## src/rtl/xadc_pkg.sv

```systemverilog
// XADC DRP address map and the scan FSM state encoding.
// Latency: n/a (constants only).
// Backpressure: n/a.
package xadc_pkg;

  // DRP status/result register addresses
  localparam logic [6:0] ADDR_TEMP    = 7'h00;
  localparam logic [6:0] ADDR_VCCINT  = 7'h01;
  localparam logic [6:0] ADDR_VCCAUX  = 7'h02;
  localparam logic [6:0] ADDR_VPVN    = 7'h03;
  localparam logic [6:0] ADDR_VAUX0   = 7'h10;
  localparam logic [6:0] ADDR_VAUX1   = 7'h11;
  localparam logic [6:0] ADDR_VAUX2   = 7'h12;
  localparam logic [6:0] ADDR_VAUX3   = 7'h13;
  localparam logic [6:0] ADDR_VAUX4   = 7'h14;
  localparam logic [6:0] ADDR_VAUX5   = 7'h15;
  localparam logic [6:0] ADDR_VAUX6   = 7'h16;
  localparam logic [6:0] ADDR_VAUX7   = 7'h17;
  localparam logic [6:0] ADDR_VAUX8   = 7'h18;
  localparam logic [6:0] ADDR_VAUX9   = 7'h19;
  localparam logic [6:0] ADDR_VAUX10  = 7'h1A;
  localparam logic [6:0] ADDR_VAUX11  = 7'h1B;
  localparam logic [6:0] ADDR_VAUX12  = 7'h1C;
  localparam logic [6:0] ADDR_VAUX13  = 7'h1D;
  localparam logic [6:0] ADDR_VAUX14  = 7'h1E;
  localparam logic [6:0] ADDR_VAUX15  = 7'h1F;

  // Scan FSM encoding, shared by the top and the DRP read engine
  localparam logic [2:0] ST_IDLE  = 3'd0;
  localparam logic [2:0] ST_ISSUE = 3'd1;
  localparam logic [2:0] ST_WAIT  = 3'd2;
  localparam logic [2:0] ST_ACC   = 3'd3;
  localparam logic [2:0] ST_NEXT  = 3'd4;

  // Address of auxiliary analog input n (0..15)
  function automatic logic [6:0] vauxAddr(input logic [3:0] n);
    return ADDR_VAUX0 + {3'b000, n};
  endfunction

endpackage

```

## src/rtl/xadc_drp_rd.sv

```systemverilog
// Single DRP read: one-cycle enable pulse, then waits for ready or gives up after TIMEOUT cycles.
// Latency: enable 1 cycle after start; done is combinational with drpRdyIn, data valid the cycle after done.
// Backpressure: none; start is only honoured while idle, ready outside the wait window is ignored.
// Ports: clkIn/rstIn (sync, active-low); start/addr request; done/data/timeout result;
//        drpAddrOut/drpEnOut/drpDoIn/drpRdyIn to the XADC DRP port.
module xadc_drp_rd
  import xadc_pkg::*;
#(
  parameter int TIMEOUT = 63
) (
  input  logic        clkIn,
  input  logic        rstIn,
  input  logic        start,
  input  logic [6:0]  addr,
  output logic        done,
  output logic [15:0] data,
  output logic        timeout,
  output logic [6:0]  drpAddrOut,
  output logic        drpEnOut,
  input  logic [15:0] drpDoIn,
  input  logic        drpRdyIn
);

  localparam int TW = (TIMEOUT > 1) ? $clog2(TIMEOUT) : 1;

  logic [2:0]    phase;
  logic [TW-1:0] timer;

  // done/timeout are combinational so the caller leaves WAIT on the same edge that samples ready
  assign done    = (phase == ST_WAIT) && drpRdyIn;
  assign timeout = (phase == ST_WAIT) && !drpRdyIn && (timer == TW'(TIMEOUT - 1));

  always_ff @(posedge clkIn) begin
    if (!rstIn) begin
      phase      <= ST_IDLE;
      timer      <= '0;
      drpEnOut   <= 1'b0;
      drpAddrOut <= '0;
      data       <= '0;
    end else begin
      drpEnOut <= 1'b0;
      case (phase)
        ST_IDLE: begin
          if (start) begin
            drpEnOut   <= 1'b1;
            drpAddrOut <= addr;
            phase      <= ST_ISSUE;
          end
        end
        ST_ISSUE: begin
          timer <= '0;
          phase <= ST_WAIT;
        end
        ST_WAIT: begin
          if (drpRdyIn) begin
            data  <= drpDoIn;
            phase <= ST_IDLE;
          end else if (timeout) begin
            phase <= ST_IDLE;
          end else begin
            timer <= timer + 1'b1;
          end
        end
        default: phase <= ST_IDLE;
      endcase
    end
  end

endmodule

```

## src/rtl/xadc_scan_if.sv

```systemverilog
// Scans NUM_CH XADC result registers over DRP per end-of-conversion, averages over 2^AVG_LOG2 scans.
// Latency: eoc at t -> first drpEn at t+1, 4 cycles per channel, dataValidOut at t+4*NUM_CH (AVG_LOG2=0, 1-cycle DRP).
// Backpressure: none; one eoc is queued while busy, a further one is dropped and flagged in overrunOut.
// Ports: clkIn/rstIn (sync, active-low); eocIn; DRP master (drpAddrOut/EnOut/WeOut/DiOut, drpDoIn/RdyIn);
//        adcDataOut (channel i at [DATA_W*i +: DATA_W]) with dataValidOut pulse; busyOut, errOut, overrunOut.
module xadc_scan_if
  import xadc_pkg::*;
#(
  parameter int                  NUM_CH   = 2,
  parameter int                  DATA_W   = 12,
  parameter int                  AVG_LOG2 = 0,
  parameter logic [7*NUM_CH-1:0] CH_ADDRS = {ADDR_VAUX3, ADDR_VAUX2},
  parameter int                  TIMEOUT  = 63
) (
  input  logic                       clkIn,
  input  logic                       rstIn,
  input  logic                       eocIn,
  output logic [6:0]                 drpAddrOut,
  output logic                       drpEnOut,
  output logic                       drpWeOut,
  output logic [15:0]                drpDiOut,
  input  logic [15:0]                drpDoIn,
  input  logic                       drpRdyIn,
  output logic [NUM_CH*DATA_W-1:0]   adcDataOut,
  output logic                       dataValidOut,
  output logic                       busyOut,
  output logic                       errOut,
  output logic                       overrunOut
);

  localparam int IW = (NUM_CH > 1) ? $clog2(NUM_CH) : 1;
  localparam int AW = DATA_W + AVG_LOG2;
  localparam int FW = (AVG_LOG2 > 0) ? AVG_LOG2 : 1;
  localparam logic [FW-1:0] FRAME_LAST = FW'((1 << AVG_LOG2) - 1);

  logic [2:0]        state;
  logic [IW-1:0]     idx;
  logic [IW-1:0]     nextIdx;
  logic [FW-1:0]     frameCnt;
  logic              pending;
  logic [AW-1:0]     acc    [NUM_CH];
  logic [AW-1:0]     sumAcc [NUM_CH];

  logic              rdStart;
  logic              rdDone;
  logic              rdTimeout;
  logic [15:0]       rdData;
  logic [6:0]        rdAddr;
  logic [DATA_W-1:0] sample;
  logic              lastCh;
  logic              frameLast;
  logic              closeWindow;
  logic              unusedRd;

  assign drpWeOut  = 1'b0;
  assign drpDiOut  = 16'h0000;
  assign busyOut   = (state != ST_IDLE);

  assign lastCh      = (idx == IW'(NUM_CH - 1));
  assign frameLast   = (frameCnt == FRAME_LAST);
  assign closeWindow = lastCh && frameLast;
  assign sample      = rdData[15 -: DATA_W];
  // low DRP bits below the result field carry nothing we use
  assign unusedRd    = ^rdData;

  // A read is launched either from IDLE (channel 0) or from NEXT (following channel)
  assign rdStart = ((state == ST_IDLE) && (eocIn || pending)) ||
                   ((state == ST_NEXT) && !lastCh);
  assign nextIdx = ((state == ST_NEXT) && !lastCh) ? IW'(idx + 1'b1) : '0;
  assign rdAddr  = CH_ADDRS[7*nextIdx +: 7];

  xadc_drp_rd #(
    .TIMEOUT(TIMEOUT)
  ) uRd (
    .clkIn      (clkIn),
    .rstIn      (rstIn),
    .start      (rdStart),
    .addr       (rdAddr),
    .done       (rdDone),
    .data       (rdData),
    .timeout    (rdTimeout),
    .drpAddrOut (drpAddrOut),
    .drpEnOut   (drpEnOut),
    .drpDoIn    (drpDoIn),
    .drpRdyIn   (drpRdyIn)
  );

  // Accumulator image with the freshly read sample folded into the current channel
  always_comb begin
    for (int i = 0; i < NUM_CH; i++) begin
      sumAcc[i] = acc[i];
      if (idx == IW'(i)) sumAcc[i] = acc[i] + AW'(sample);
    end
  end

  always_ff @(posedge clkIn) begin
    if (!rstIn) begin
      state        <= ST_IDLE;
      idx          <= '0;
      frameCnt     <= '0;
      pending      <= 1'b0;
      errOut       <= 1'b0;
      overrunOut   <= 1'b0;
      dataValidOut <= 1'b0;
      adcDataOut   <= '0;
      for (int i = 0; i < NUM_CH; i++) acc[i] <= '0;
    end else begin
      dataValidOut <= 1'b0;

      // One eoc may wait behind an active scan; a second one is lost
      if ((state != ST_IDLE) && eocIn) begin
        if (pending) overrunOut <= 1'b1;
        else         pending    <= 1'b1;
      end

      case (state)
        ST_IDLE: begin
          if (eocIn || pending) begin
            pending <= 1'b0;
            idx     <= '0;
            state   <= ST_ISSUE;
          end
        end
        ST_ISSUE: state <= ST_WAIT;
        ST_WAIT: begin
          if (rdDone) begin
            state <= ST_ACC;
          end else if (rdTimeout) begin
            // partial window is unreliable: drop it, keep the last published result
            errOut   <= 1'b1;
            frameCnt <= '0;
            for (int i = 0; i < NUM_CH; i++) acc[i] <= '0;
            state    <= ST_IDLE;
          end
        end
        ST_ACC: begin
          // Closing the window on this edge makes the new result and its pulse visible during NEXT
          for (int i = 0; i < NUM_CH; i++) begin
            acc[i] <= closeWindow ? '0 : sumAcc[i];
            if (closeWindow) adcDataOut[DATA_W*i +: DATA_W] <= DATA_W'(sumAcc[i] >> AVG_LOG2);
          end
          if (lastCh) frameCnt <= frameLast ? '0 : frameCnt + 1'b1;
          if (closeWindow) dataValidOut <= 1'b1;
          state <= ST_NEXT;
        end
        ST_NEXT: begin
          if (!lastCh) begin
            idx   <= IW'(idx + 1'b1);
            state <= ST_ISSUE;
          end else begin
            state <= ST_IDLE;
          end
        end
        default: state <= ST_IDLE;
      endcase
    end
  end

endmodule
```

## config.mk

```make
export PLATFORM = sky130hd
export DESIGN_NAME = xadc_scan_if
export DESIGN_NICKNAME = d
export VERILOG_FILES = /design/src/rtl/xadc_pkg.sv /design/src/rtl/xadc_drp_rd.sv /design/src/rtl/xadc_scan_if.sv
export SDC_FILE = /design/constraint.sdc
export NUM_CORES = 1
export LEC_CHECK = 0
export ABC_AREA = 1
export BUFFER_PORTS_ARGS = -buffer_cell sky130_fd_sc_hd__buf_4
export CORE_UTILIZATION = 40
export DETAILED_ROUTE_END_ITERATION = 10
export SKIP_CTS_REPAIR_TIMING = 1
export SLEW_MARGIN = 20
export SYNTH_ARGS = -nofsm -noshare
export SYNTH_HDL_FRONTEND = slang
export SYNTH_SLANG_ARGS = --single-unit
```

## constraint.sdc

```tcl
create_clock -name clkIn -period 2.6 [get_ports clkIn]
set_input_delay 0.13 -clock clkIn [delete_from_list [all_inputs] [get_ports clkIn]]
set_output_delay 0.13 -clock clkIn [all_outputs]
set_load 0.05 [all_outputs]
```

==> reports/metrics.yaml <==
cells_and_area:
  area_delta_synth_final_pct: 13.8
  fill_cells: 1085
  layout_common_cells: "nand2_1 (120), nor2_1 (76), inv_1 (71), dfxtp_1 (55), buf_4 (52)"
  drive_gt1_share_pct: 13.2
  multiInputGateArea_um2: 2090
  fin_nets: 663
  final_common_cell: "nand2_1"
  regArea_um2: 1820
  n_antenna_cell: 0
clock_tree:
  h-tree-depth: 3
  worstSkewPairLatency_ps: 370
  cts-root-buf: "clkbuf_8"
  cts_tree: "yes"
  clock-sinks: 79
  clockBufferDepth: 2
  cts_buffers: 9
  clk_pin_slew_ps: 90
setup_path:
  end_kind: "register"
  critical_path.cell_chain: "ha_1, inv_1, fa_1, o21ai_1, nand2_1, nand2_1, nand2_1, a21oi_1, nor2_1"
  ff2ff_setup_slack_ps: 640
  cp_max_fo: 3
  crit_type: "register to register"
  crit_path_max_incr_delay_ps: 430
  worstPathRequired_ps: 2720
  slowest_stage: "fa_1"
  cp-start-kind: "register"
  cpMostUsedCell: "nand2_1"
  cp.arrival_ps: 2080
routing:
  drt-total-wl_mm: 9.64
  drtIter0Drc: 214
  via_per_inst: 4.79
  vias: 3629
  drc: 0
  wl_per_cell_um: 12.7
  dr.pass1.iters: 4
  drt.antenna.violating_nets: 0
floorplan:
  coreArea_um2: 10500
  dieArea_um2: 11300
  fp-row-count: 37
  num_io_pins: 73
  die_x_um: 106
  die_h_um: 106
  start_util_pct: 41.7
outcome:
  status: "completed"
grt:
  grt_pass1_vias: 3402
  grt.overflow.total: 0
  grt_pass1_wl_mm: 16.3
  grt_max_degree: 34
  use_met1_pct: 26.0
  gr-usage-met2_pct: 27.9
  busiest_layer: "met2"
  grt.total_usage_pct: 18.3
  antenna_found_initial: 0
  use_met3_pct: 3.56
timing:
  hold_viol_final: 0
  rsz0062_at_grt: "no"
  fmax_ghz: 0.511
  clock_skew_ps: 11.4
  fin_crit_sh_pct: 75.3
  final_max_slew_viol_count: 0
  period_needed_ps: 1960
  setup-violations-final: 0
  fin_ws_ps: 641
  finalSetupTns_ps: 0
synth:
  ys_types: 41
  async_flop_share_pct: 0
  synth_edf_count: 24
  synth_area_leaders: "dfxtp_1 (25%), edfxtp_1 (17%), nand2_1 (10%), ha_1 (6.9%), nor2_1 (6.5%)"
  yosys_warnings: 0
  synth_top_area_share_pct: 25.2
  ys_seq_area_share_pct: 41.7
  synth-main-ff-cell: "dfxtp_1"
  synthCells: 569
  ys_ff_latch: 79
  avgSynthCellArea_um2: 7.67
  yosys.area.top_type: "dfxtp_1"
  synth_area_um2: 4370
power:
  max-vdd-ir-drop_mv: 0.421
  power.leakage_nw: 2.39
  power.density_nw_per_um2: 635
placement:
  dp_worst_setup_slack_ps: 663
  io_buffers: 47
  dpl.hpwl_mm: 7.25
  gp_congestion: 0.918
hold_path:
  hp-class: "input port to register"
job:
  maxCapViolCount: 0
per-layer routing:
metal  vias to the layer above  share of wire, %
li1                       1880                 -
met5                         -                 0
met2                        88                42
met4                         0               1.5
met1                      1650                52
met3                        11               4.2
registers in the layout (all words and copies together) (netlist names):
signal and count:
acc 24, uRd.data 12, uRd.drpAddrOut 2, state 3
errOut 1, uRd.phase 2, adcDataOut 24, pending 1
idx 1, overrunOut 1, dataValidOut 1, uRd.timer 6
uRd.drpEnOut 1
report_power, final:
group / switching (W) / internal, W / leakage (nW)
Sequential: 0.0000782 / 0.00137 / 0.693
Combinational: 0.000558 / 0.000229 / 1.60
Clock: 0.000498 / 0.000417 / 0.102
Total: 0.00113 / 0.00202 / 2.39
final cells by class:
type | instances | area share (%)
timing repair buffer | 52 | 7.86
clock inverter | 6 | 0.957
inverter | 77 | 5.92
sequential | 79 | 36.7
tap | 136 | 3.43
clock buffer | 10 | 3.00
multi-input combinational | 398 | 42.2
cells by family (layout without fill, tap and decap cells):
logic type / count (synthesis) / in the layout / synth area share (%)
AOI/OAI and AO/OA: 75 / 75 / 9.11
xor gates and xnor gates: 11 / 11 / 2.21
adders and majority gates: 26 / 26 / 7.80
buffers and inverters: 112 / 145 / 12.0
DFF: 79 / 79 / 41.7
muxes: 6 / 6 / 1.38
other: 1 / 21 / 0.0859
and+or+nand+nor: 259 / 259 / 25.7
critical path, delay by kind of cell (launching register included):
family,cells,cell delay [ps]
AO/OA/AOI/OAI,2,340
adder cells (fa/ha/maj),2,610
buffers and inverters,1,60
flip-flops,1,370
AND/OR/NAND/NOR,4,330
final timing paths:
kind,startpoint,end,cells past startpoint
hold / removal,eocIn,overrunOut,3
setup reg to reg,uRd.data[4],acc[0][8],9
hold reg to reg,errOut,errOut,2
setup / recovery,uRd.data[4],acc[0][8],9
per-stage QoR:
stage               hold slack, ps  cells  util, %  area (µm²)  total power [W]
detailed placement             414    742     45.6        4770          0.00226
global route                  35.3    758     47.5        4970          0.00333
floorplan                      294    589        -        4440          0.00209
finish                        36.4    758     47.5        4970          0.00315
global placement               409    742     45.6        4770          0.00225
CTS                           29.3    758     47.5        4970          0.00318
cell usage after synthesis (5+ instances only):
master	count
nor2_1	76
nand3_1	44
mux2i_1	6
buf_2	5
buf_4	23
ha_1	24
a21oi_1	45
nand2_1	120
xnor2_1	5
inv_1	71
o21ai_0	15
xor2_1	6
edfxtp_1	24
clkbuf_1	6
dfxtp_1	55
o21ai_1	6
Note: power is estimated with default switching activity, not from simulation.
